==> config.mk <==
export PLATFORM = sky130hd
export DESIGN_NAME = instruction_assembler
export DESIGN_NICKNAME = d
export VERILOG_FILES = /design/src/rtl/mips_asm_pkg.sv /design/src/rtl/instruction_word_pack.sv /design/src/rtl/instruction_assembler.sv
export SDC_FILE = /design/constraint.sdc
export NUM_CORES = 1
export LEC_CHECK = 0
export BUFFER_PORTS_ARGS = -buffer_cell sky130_fd_sc_hd__buf_2
export CORE_AREA = 3 3 89 91
export CTS_CLUSTER_DIAMETER = 60
export CTS_CLUSTER_SIZE = 30
export DETAILED_ROUTE_END_ITERATION = 16
export DIE_AREA = 0 0 92 94
export PLACE_DENSITY = 0.84
export SYNTH_ARGS = -nofsm -noshare
export SYNTH_HDL_FRONTEND = slang
export SYNTH_SLANG_ARGS = --single-unit
==> constraint.sdc <==
create_clock -name clk -period 1.8 [get_ports clk]
set_clock_uncertainty 0.2 [all_clocks]
set_input_delay 0.09 -clock clk [delete_from_list [all_inputs] [get_ports clk]]
set_output_delay 0.09 -clock clk [all_outputs]
set_load 0.1 [all_outputs]
==> src/rtl/mips_asm_pkg.sv <==
// +----------------------------------------------------------------------+
// | mips_asm_pkg                                                         |
// | Shared formats, opcodes and FSM encoding for the instruction loader. |
// | Revision: 1.0                                                        |
// +----------------------------------------------------------------------+
`default_nettype none

package mips_asm_pkg;

  localparam logic [1:0] FMT_R    = 2'd0;
  localparam logic [1:0] FMT_I    = 2'd1;
  localparam logic [1:0] FMT_J    = 2'd2;
  localparam logic [1:0] FMT_RSVD = 2'd3;

  localparam logic [5:0] OP_RTYPE = 6'h00;
  localparam logic [5:0] OP_J     = 6'h02;
  localparam logic [5:0] OP_JAL   = 6'h03;

  localparam logic [1:0] c_st_idle = 2'd0;
  localparam logic [1:0] c_st_load = 2'd1;
  localparam logic [1:0] c_st_done = 2'd2;

  function automatic logic fmt_opcode_ok(input logic [1:0] fmt, input logic [5:0] opcode);
    case (fmt)
      FMT_R:   return opcode == OP_RTYPE;
      FMT_J:   return (opcode == OP_J) || (opcode == OP_JAL);
      FMT_I:   return (opcode != OP_RTYPE) && (opcode != OP_J) && (opcode != OP_JAL);
      default: return 1'b0;
    endcase
  endfunction

endpackage

`default_nettype wire

==> src/rtl/instruction_word_pack.sv <==
// +----------------------------------------------------------------------+
// | instruction_word_pack                                                |
// | Combinational R/I/J field-to-word packer (inverse of decode).        |
// | Revision: 1.0                                                        |
// +----------------------------------------------------------------------+
`default_nettype none

module instruction_word_pack
  import mips_asm_pkg::*;
(
  input  logic [1:0]  i_fmt,
  input  logic [5:0]  i_opcode,
  input  logic [4:0]  i_rs,
  input  logic [4:0]  i_rt,
  input  logic [4:0]  i_rd,
  input  logic [4:0]  i_shamt,
  input  logic [5:0]  i_funct,
  input  logic [15:0] i_imm,
  input  logic [25:0] i_address,
  output logic [31:0] o_word
);

  always_comb begin
    o_word = '0;
    case (i_fmt)
      FMT_R:   o_word = {i_opcode, i_rs, i_rt, i_rd, i_shamt, i_funct};
      FMT_I:   o_word = {i_opcode, i_rs, i_rt, i_imm};
      FMT_J:   o_word = {i_opcode, i_address};
      default: o_word = '0;
    endcase
  end

endmodule

`default_nettype wire

==> src/rtl/instruction_assembler.sv <==
// +----------------------------------------------------------------------+
// | instruction_assembler                                                |
// | Packs field tuples into words and writes them to consecutive imem    |
// | addresses. Optional ASM_OPCODE_CHECK_EN rejects fmt/opcode mismatch. |
// | Revision: 1.0                                                        |
// +----------------------------------------------------------------------+
`default_nettype none

module instruction_assembler
  import mips_asm_pkg::*;
#(
  parameter int ADDR_W = 8
) (
  input  logic              clk,
  input  logic              rst_n,
  input  logic              start,
  input  logic              in_valid,
  output logic              in_ready,
  input  logic              in_last,
  input  logic [1:0]        fmt,
  input  logic [5:0]        opcode,
  input  logic [4:0]        rs,
  input  logic [4:0]        rt,
  input  logic [4:0]        rd,
  input  logic [4:0]        shamt,
  input  logic [5:0]        funct,
  input  logic [15:0]       imm,
  input  logic [25:0]       address,
  output logic              imem_we,
  output logic [ADDR_W-1:0] imem_addr,
  output logic [31:0]       imem_wdata,
  output logic              busy,
  output logic              done,
  output logic [ADDR_W:0]   count,
  output logic              err
);

  localparam logic [ADDR_W:0] c_depth    = {1'b1, {ADDR_W{1'b0}}};
  localparam logic [ADDR_W:0] c_last_cnt = c_depth - (ADDR_W+1)'(1);

  logic [1:0]        r_state;
  logic [1:0]        w_next;
  logic [ADDR_W-1:0] r_ptr;
  logic [ADDR_W:0]   r_count;
  logic              r_err;
  logic              r_we;
  logic [ADDR_W-1:0] r_addr;
  logic [31:0]       r_wdata;
  logic [31:0]       w_word;
  logic              w_accept;
  logic              w_bad;
  logic              w_write;
  logic              w_fill;

  instruction_word_pack u_pack (
    .i_fmt     (fmt),
    .i_opcode  (opcode),
    .i_rs      (rs),
    .i_rt      (rt),
    .i_rd      (rd),
    .i_shamt   (shamt),
    .i_funct   (funct),
    .i_imm     (imm),
    .i_address (address),
    .o_word    (w_word)
  );

`ifdef ASM_OPCODE_CHECK_EN
  assign w_bad = (fmt == FMT_RSVD) || !fmt_opcode_ok(fmt, opcode);
`else
  assign w_bad = (fmt == FMT_RSVD);
`endif

  assign w_accept = in_valid & in_ready;
  assign w_write  = w_accept & ~w_bad;
  // This write fills the last free slot of imem.
  assign w_fill   = w_write & (r_count == c_last_cnt);

  always_ff @(posedge clk or negedge rst_n) begin
    if (!rst_n) r_state <= c_st_idle;
    else        r_state <= w_next;
  end

  always_comb begin
    w_next = r_state;
    if (start) begin
      w_next = c_st_load;
    end else begin
      case (r_state)
        c_st_load: if (w_accept && (in_last || w_fill)) w_next = c_st_done;
        default:   w_next = r_state;
      endcase
    end
  end

  always_comb begin
    in_ready = (r_state == c_st_load) && (r_count < c_depth) && !start;
    busy     = (r_state == c_st_load);
    done     = (r_state == c_st_done);
  end

  always_ff @(posedge clk or negedge rst_n) begin
    if (!rst_n) begin
      r_ptr   <= '0;
      r_count <= '0;
      r_err   <= 1'b0;
      r_we    <= 1'b0;
      r_addr  <= '0;
      r_wdata <= '0;
    end else begin
      r_we <= 1'b0;
      if (start) begin
        r_ptr   <= '0;
        r_count <= '0;
        r_err   <= 1'b0;
      end else if (w_accept) begin
        if (w_bad) begin
          r_err <= 1'b1;
        end else begin
          r_we    <= 1'b1;
          r_addr  <= r_ptr;
          r_wdata <= w_word;
          r_ptr   <= r_ptr + ADDR_W'(1);
          r_count <= r_count + (ADDR_W+1)'(1);
        end
        if (w_fill && !in_last) r_err <= 1'b1;
      end
    end
  end

  assign imem_we    = r_we;
  assign imem_addr  = r_addr;
  assign imem_wdata = r_wdata;
  assign count      = r_count;
  assign err        = r_err;

endmodule

`default_nettype wire

After elaboration in Yosys (flattened, before gate mapping)
Cells that the tools add are included.
{ "op_classes": {"add_sub_neg": 2, "magnitude_cmp": 1, "eq_ne": 7, "muxes": 17, "bitwise": 5, "n_reduce_logical": 16} }
{ "op_table": {"columns": ["op", "count"], "rows": [
  ["32-bit one-hot mux with 3 select lines", 1],
  ["9-bit two-way mux", 3],
  ["8-bit two-way mux", 3],
  ["9-bit by 1-bit adder with 9-bit output (second input constant)", 1],
  ["9-bit by 8-bit equality test with 1-bit output (second input constant)", 1],
  ["9-bit less-than comparator (second input constant)", 1],
  ["8-bit by 1-bit adder with 8-bit output (second input constant)", 1],
  ["1-bit two-way mux", 7],
  ["2-bit equality test (second input constant)", 3],
  ["2-bit two-way mux", 3],
  ["2-bit AND reduction", 3],
  ["2-bit nonzero test", 3],
  ["2-bit by 1-bit equality test with 1-bit output (second input constant)", 2],
  ["1-bit logical AND", 4],
  ["1-bit bitwise AND", 3],
  ["3-bit AND reduction", 1],
  ["3-bit nonzero test", 1],
  ["1-bit logical NOT", 2],
  ["2-bit logical NOT", 1],
  ["2-bit inequality test (second input constant)", 1],
  ["1-bit NOT", 2],
  ["1-bit logical OR", 1]
]} }
{ "word_totals": {"ff_bits": 61, "in_bits": 81, "output_inout_bits": 54, "wordCells": 55} }

Longest topological paths before layout
{ "logic_depth": {"word_depth": 11, "depth_mapped": 8, "mapped_depth_nobuf": 8} }

By module
A second synthesis with hierarchy kept.
{ "unflattened": {"hier_cells": 249, "area_unflattened_um2": 3032.9} }
{ "by_module_without_submodules": {"columns": ["module", "n_inst", "cells_each", "area_each_um2", "seq_area_each_um2"], "rows": [
  ["instruction_assembler", 1, 190, 2509.9, 1526.5],
  ["instruction_word_pack", 1, 59, 523.0, 0.0]
]} }

Worst setup path after synthesis
No wires, ideal clock.
{ "synth_timing": {"path_type": "register to register", "start": "register r_count[8] (netlist: count[8])", "end": "register r_wdata[24] (netlist: imem_wdata[24])", "setup_ps": 126, "arrival_ps": 2640, "t_required_ps": 1474, "slack_ps": -1166, "stages_incl_launch_ff": 8, "path_buffers": 2, "period_less_slack_ps": 2966, "path_cell_list": "dfrtp_1 or4b_4 clkinv_2 and2_4 buf_6 buf_6 a32o_1 a221o_1"} }
{ "synth_between": {"elab_chain_len": 5} }
{ "synth_lines": {"columns": ["item", "line", "rtl"], "rows": [
  ["start, declared", "instruction_assembler.sv:44", "logic [ADDR_W:0] r_count;"],
  ["start signal, assigned", "instruction_assembler.sv:124", "r_count <= r_count + (ADDR_W+1)'(1);"],
  ["9-bit less-than comparator", "instruction_assembler.sv:97", "in_ready = (r_state == c_st_load) && (r_count < c_depth) && !start;"],
  ["1-bit logical AND (2 in a row)", "instruction_assembler.sv:97", null],
  ["named net in_ready", "instruction_assembler.sv:18", "output logic in_ready,"],
  ["1-bit bitwise AND", "instruction_assembler.sv:74", "assign w_accept = in_valid & in_ready;"],
  ["3-bit AND reduction (no source line)", null, null],
  ["end signal, assigned", "instruction_assembler.sv:122", "r_wdata <= w_word;"],
  ["end, declared", "instruction_assembler.sv:48", "logic [31:0] r_wdata;"]
]} }
The timed path passes the listed nets, and every way through them passes these cells.
A chain may end at the register's enable or synchronous reset.

Final worst setup path
{ "layout_timing": {"start": "register r_count[8] (netlist: count[8])", "end": "output port in_ready"} }
{ "layout_between": {"elab_chain_len": 3} }
{ "layout_lines": {"columns": ["item", "line"], "rows": [
  ["9-bit less-than comparator", "instruction_assembler.sv:97"],
  ["1-bit logical AND (2 in a row)", "instruction_assembler.sv:97"],
  ["end, declared", "instruction_assembler.sv:18"]
]} }
Every way passes these cells.

==> metrics.md <==
| Metric | Value |
|---|---|
| Peak supply drop | 0.000785 V |
| Type of the most critical hold path | in -> reg |
| Vias per std cell | 5.52 |
| Aggregate global routing overflow | 0 |
| Clk_lat worst skew | 340 ps |
| Crit path required time | 1510 ps |
| Final slew viol count | 0 |
| Netlist Area Pre-Place | 3090 sq um |
| Post-placement setup slack | -300 ps |
| Violated checks | negative setup slack |
| Wire length of the first global-routing pass | 18500 um |
| Multiplexer area fraction after synthesis | 5.51% |
| Buffers on Ports | 134 |
| Reg-to-Reg Start | count[8]$_DFFE_PN0P_ |
| Max-Cap Viols | 0 |
| Sinks on the clock net | 61 |
| Nets in the synthesized netlist | 385 |
| Synth-to-layout area growth | 76.6% |
| Routed vias | 3608 |
| Global placement routability congestion | 0.784 |
| Placed Cells incl. Taps | 545 |
| FF+latch count, synth | 61 |
| Post-Synthesis Mean Instance Area | 10.3 sq um |
| Worst endpoint data arrival time | 1770 ps |
| Top flip-flop cell by instance count after synthesis | sky130_fd_sc_hd__dfrtp_1 |
| Number of cells on the worst reg-to-reg path | 6 |
| Seq/Total Area, Yosys | 49.4% |
| Height of the die | 94 um |
| Tightest Pin Transition | 906 ps |
| First-pass DRT Iterations | 5 |
| Number of rows in the core area | 31 |
| Clock Pin Slew Worst Setup and Hold Paths | 60 ps |
| Hold_ws | 64.7 ps |
| Capturing point of the worst reg2reg path | imem_wdata[1]$_DFFE_PN0P_ |
| H-tree level count | 3 |
| Sum of routed wire length over all layers | 12000 um |
| Largest family of logic cells by synthesized area | compound AO/OA/AOI/OAI gates |
| Root Buffer Master | sky130_fd_sc_hd__clkbuf_8 |
| Wire length per cell after detailed routing | 18.4 um |
| Worst-case hold path end point | r_state[1]$_DFFE_PN0P_ |
| Post-synthesis simple-gate area fraction | 16.7% |
| DRC Markers | 0 |
| Total Negative Setup Slacks | -10050 ps |
| GRT Total Usage | 27.4% |
| Element type at the critical path start | register |
| Hold Violations, Final | 0 |
| Worst setup margin | -256 ps |
| TritonCTS buffer count | 9 |
| Count of nets left with antenna violations after detail routing | 0 |
| Initial Utilization | 42.8% |
| CP Capture Type | output port |
| Share of cells above drive strength 1 | 44.0% |
| Headroom to the max-slew limit | 39.6% |
| Crit-path max FO | 7 |
| Full die area | 8650 sq um |
| Kind of critical path | reg -> out |
| Antenna violations before repair | 0 |
| Layout net count | 633 |
| Clock buffer depth | 2 |
| Pin count of the biggest net entering global routing | 62 |
| EDFF count, synth | 0 |
| Register-to-Register Setup Slack | -240 ps |
| Vias in the first global route | 3732 |
| Sum of net half-perimeters after detailed placement | 6610 um |
| Result of the run | finished, violations left |
| Share of flip-flops with an asynchronous set or reset | 100% |
| Gate count of the mapped netlist | 301 |
| Complex-gate fraction of the synthesized area | 22.0% |
| Fmax achieved | 0.486 GHz |
| Fraction of the cycle the final worst path needs | 114% |
| Count of placed standard cells in the final layout, fillers left out | 654 |
| Setup repair after global routing missed its margin | yes |
| CTS tree | done |
| Master of the slowest instance on the critical path | sky130_fd_sc_hd__or4b_4 |
| Warnings, synthesis | 0 |
| Horiz. Die Dim | 92 um |
| Xor/xnor share of the synthesized area | 0.567% |
| Maximum cell stage delay along the critical path | 590 ps |
| Clock period minus worst slack | 2060 ps |
| Area of the core | 7210 sq um |
| Number of top-level pins | 135 |
| Leakage power total | 2.67 nW |
| Hold path start | in_valid |
| # setup viols final | 62 |
| Distinct cell type count of the synthesized netlist | 44 |
| Initial DRC Count | 178 |
| Count of cells along the worst hold path | 4 |
| Total power divided by cell area | 1110 nW/um^2 |
| Adder-Cell Fraction of Synth Area | 1.21% |
| Critical Path, Cell by Cell | or4b_4 > clkinv_8 > buf_8 > buf_12 |
==> synthesized netlist by cell type (all sizes together) (2+ instances only) <==
cell type	number	area [sq um]
a21o	2	15.0
a21oi	6	30.0
a221o	10	100
a32o	10	100
a32oi	16	140
and2	3	21.3
and3	5	31.3
buf	11	82.6
clkbuf	9	33.8
dfrtp	61	1530
ha	3	37.5
inv	6	22.5
mux2i	17	170
nand2	67	254
nand2b	4	32.5
nand3	7	35.0
nand4	4	25.0
nor2	7	28.8
nor2b	3	18.8
nor3	4	20.0
o211ai	16	170
o21ai	14	70.1
o21bai	2	15.0
or3	2	12.5
xor2	2	17.5
==> layer usage <==
metal	share of wire, %	up-vias	track usage, %
met1	35	1744	29.7
met4	3.5	0	12.3
met5	0	-	0
met2	53	203	49.5
li1	-	1621	-
met3	8.1	40	7.85
==> power by group <==
part / leakage (nW) / internal, mW / switching [mW] / total, mW
Sequential: 0.762 / 1.60 / 0.189 / 1.79
Clock: 0.110 / 0.857 / 0.551 / 1.41
Combinational: 1.80 / 0.689 / 2.18 / 2.87
==> through the flow <==
stage	cell area (sq um)	power [mW]	util, %
after CTS	5280	5.99	73.2
final	5460	6.06	75.7
after global placement	4100	4.33	56.8
after detailed placement	4100	4.38	56.8
after global routing	5460	6.27	75.6
after floorplan	3140	3.84	-
==> worst max path at each step <==
| stage | start | end | cells after the start |
|---|---|---|---|
| 2_1_floorplan | count[8]$_DFFE_PN0P_ | imem_wdata[10]$_DFFE_PN0P_ | 8 |
| 3_3_place_gp | count[8]$_DFFE_PN0P_ | imem_wdata[10]$_DFFE_PN0P_ | 6 |
| 3_5_place_dp | count[8]$_DFFE_PN0P_ | imem_wdata[15]$_DFFE_PN0P_ | 6 |
| 4_1_cts | count[8]$_DFFE_PN0P_ | in_ready | 4 |
| 5_1_grt | count[8]$_DFFE_PN0P_ | count[4]$_DFFE_PN0P_ | 6 |
| 6_report | count[8]$_DFFE_PN0P_ | in_ready | 4 |
==> critical path: cells and delay by family, from the launching register on <==
kind                   cells  cell delay (ps)
AND/OR/NAND/NOR            1              590
flip-flops                 1              470
buffers and inverters      3              360
==> layout make-up <==
type                       count  area [sq um]
antenna                        1          2.50
clock buffer                  13           159
clock inverter                 3          67.6
fill                         482          1760
inverter                       7          43.8
multi-input combinational    216          1580
sequential                    61          1530
tap                           99           124
timing repair buffer         253          1940
timing repair inverter         1          7.51
==> sequential cells by signal, indices dropped and copies added, names as in the netlist <==
register and flops:
imem_we 1, imem_addr 8, r_state 2, err 1
imem_wdata 32, r_ptr 8, count 9
==> cells in the final DEF, fill, tap and decap left out, types with 6 or more instances in the layout <==
cell type,instances
sky130_fd_sc_hd__a221o_1,10
sky130_fd_sc_hd__a32o_1,9
sky130_fd_sc_hd__a32oi_1,14
sky130_fd_sc_hd__buf_12,7
sky130_fd_sc_hd__buf_2,133
sky130_fd_sc_hd__buf_4,26
sky130_fd_sc_hd__clkbuf_8,11
sky130_fd_sc_hd__dfrtp_1,57
sky130_fd_sc_hd__dlygate4sd3_1,77
sky130_fd_sc_hd__mux2i_1,17
sky130_fd_sc_hd__nand2_1,58
sky130_fd_sc_hd__nand2_2,6
sky130_fd_sc_hd__o211ai_1,6
sky130_fd_sc_hd__o211ai_2,10
sky130_fd_sc_hd__o21ai_0,6
sky130_fd_sc_hd__o21ai_1,6
==> kinds of logic after synthesis <==
family | after synthesis
AOI/OAI and AO/OA | 81
DFF | 61
and+or+nand+nor | 110
muxes | 17
xor gates and xnor gates | 2
buffers and inverters | 27
adders and majority gates | 3
==> timing repair <==
item	CTS	global route
gates cloned	4	3
setup buffers	4	4
hold endpoints to repair	101	0
hold buffers	77	0
endpoints found under the setup margin	62	62
resized for setup	24	26
pin swaps	8	17
Note: power is estimated with default switching activity, not from simulation.
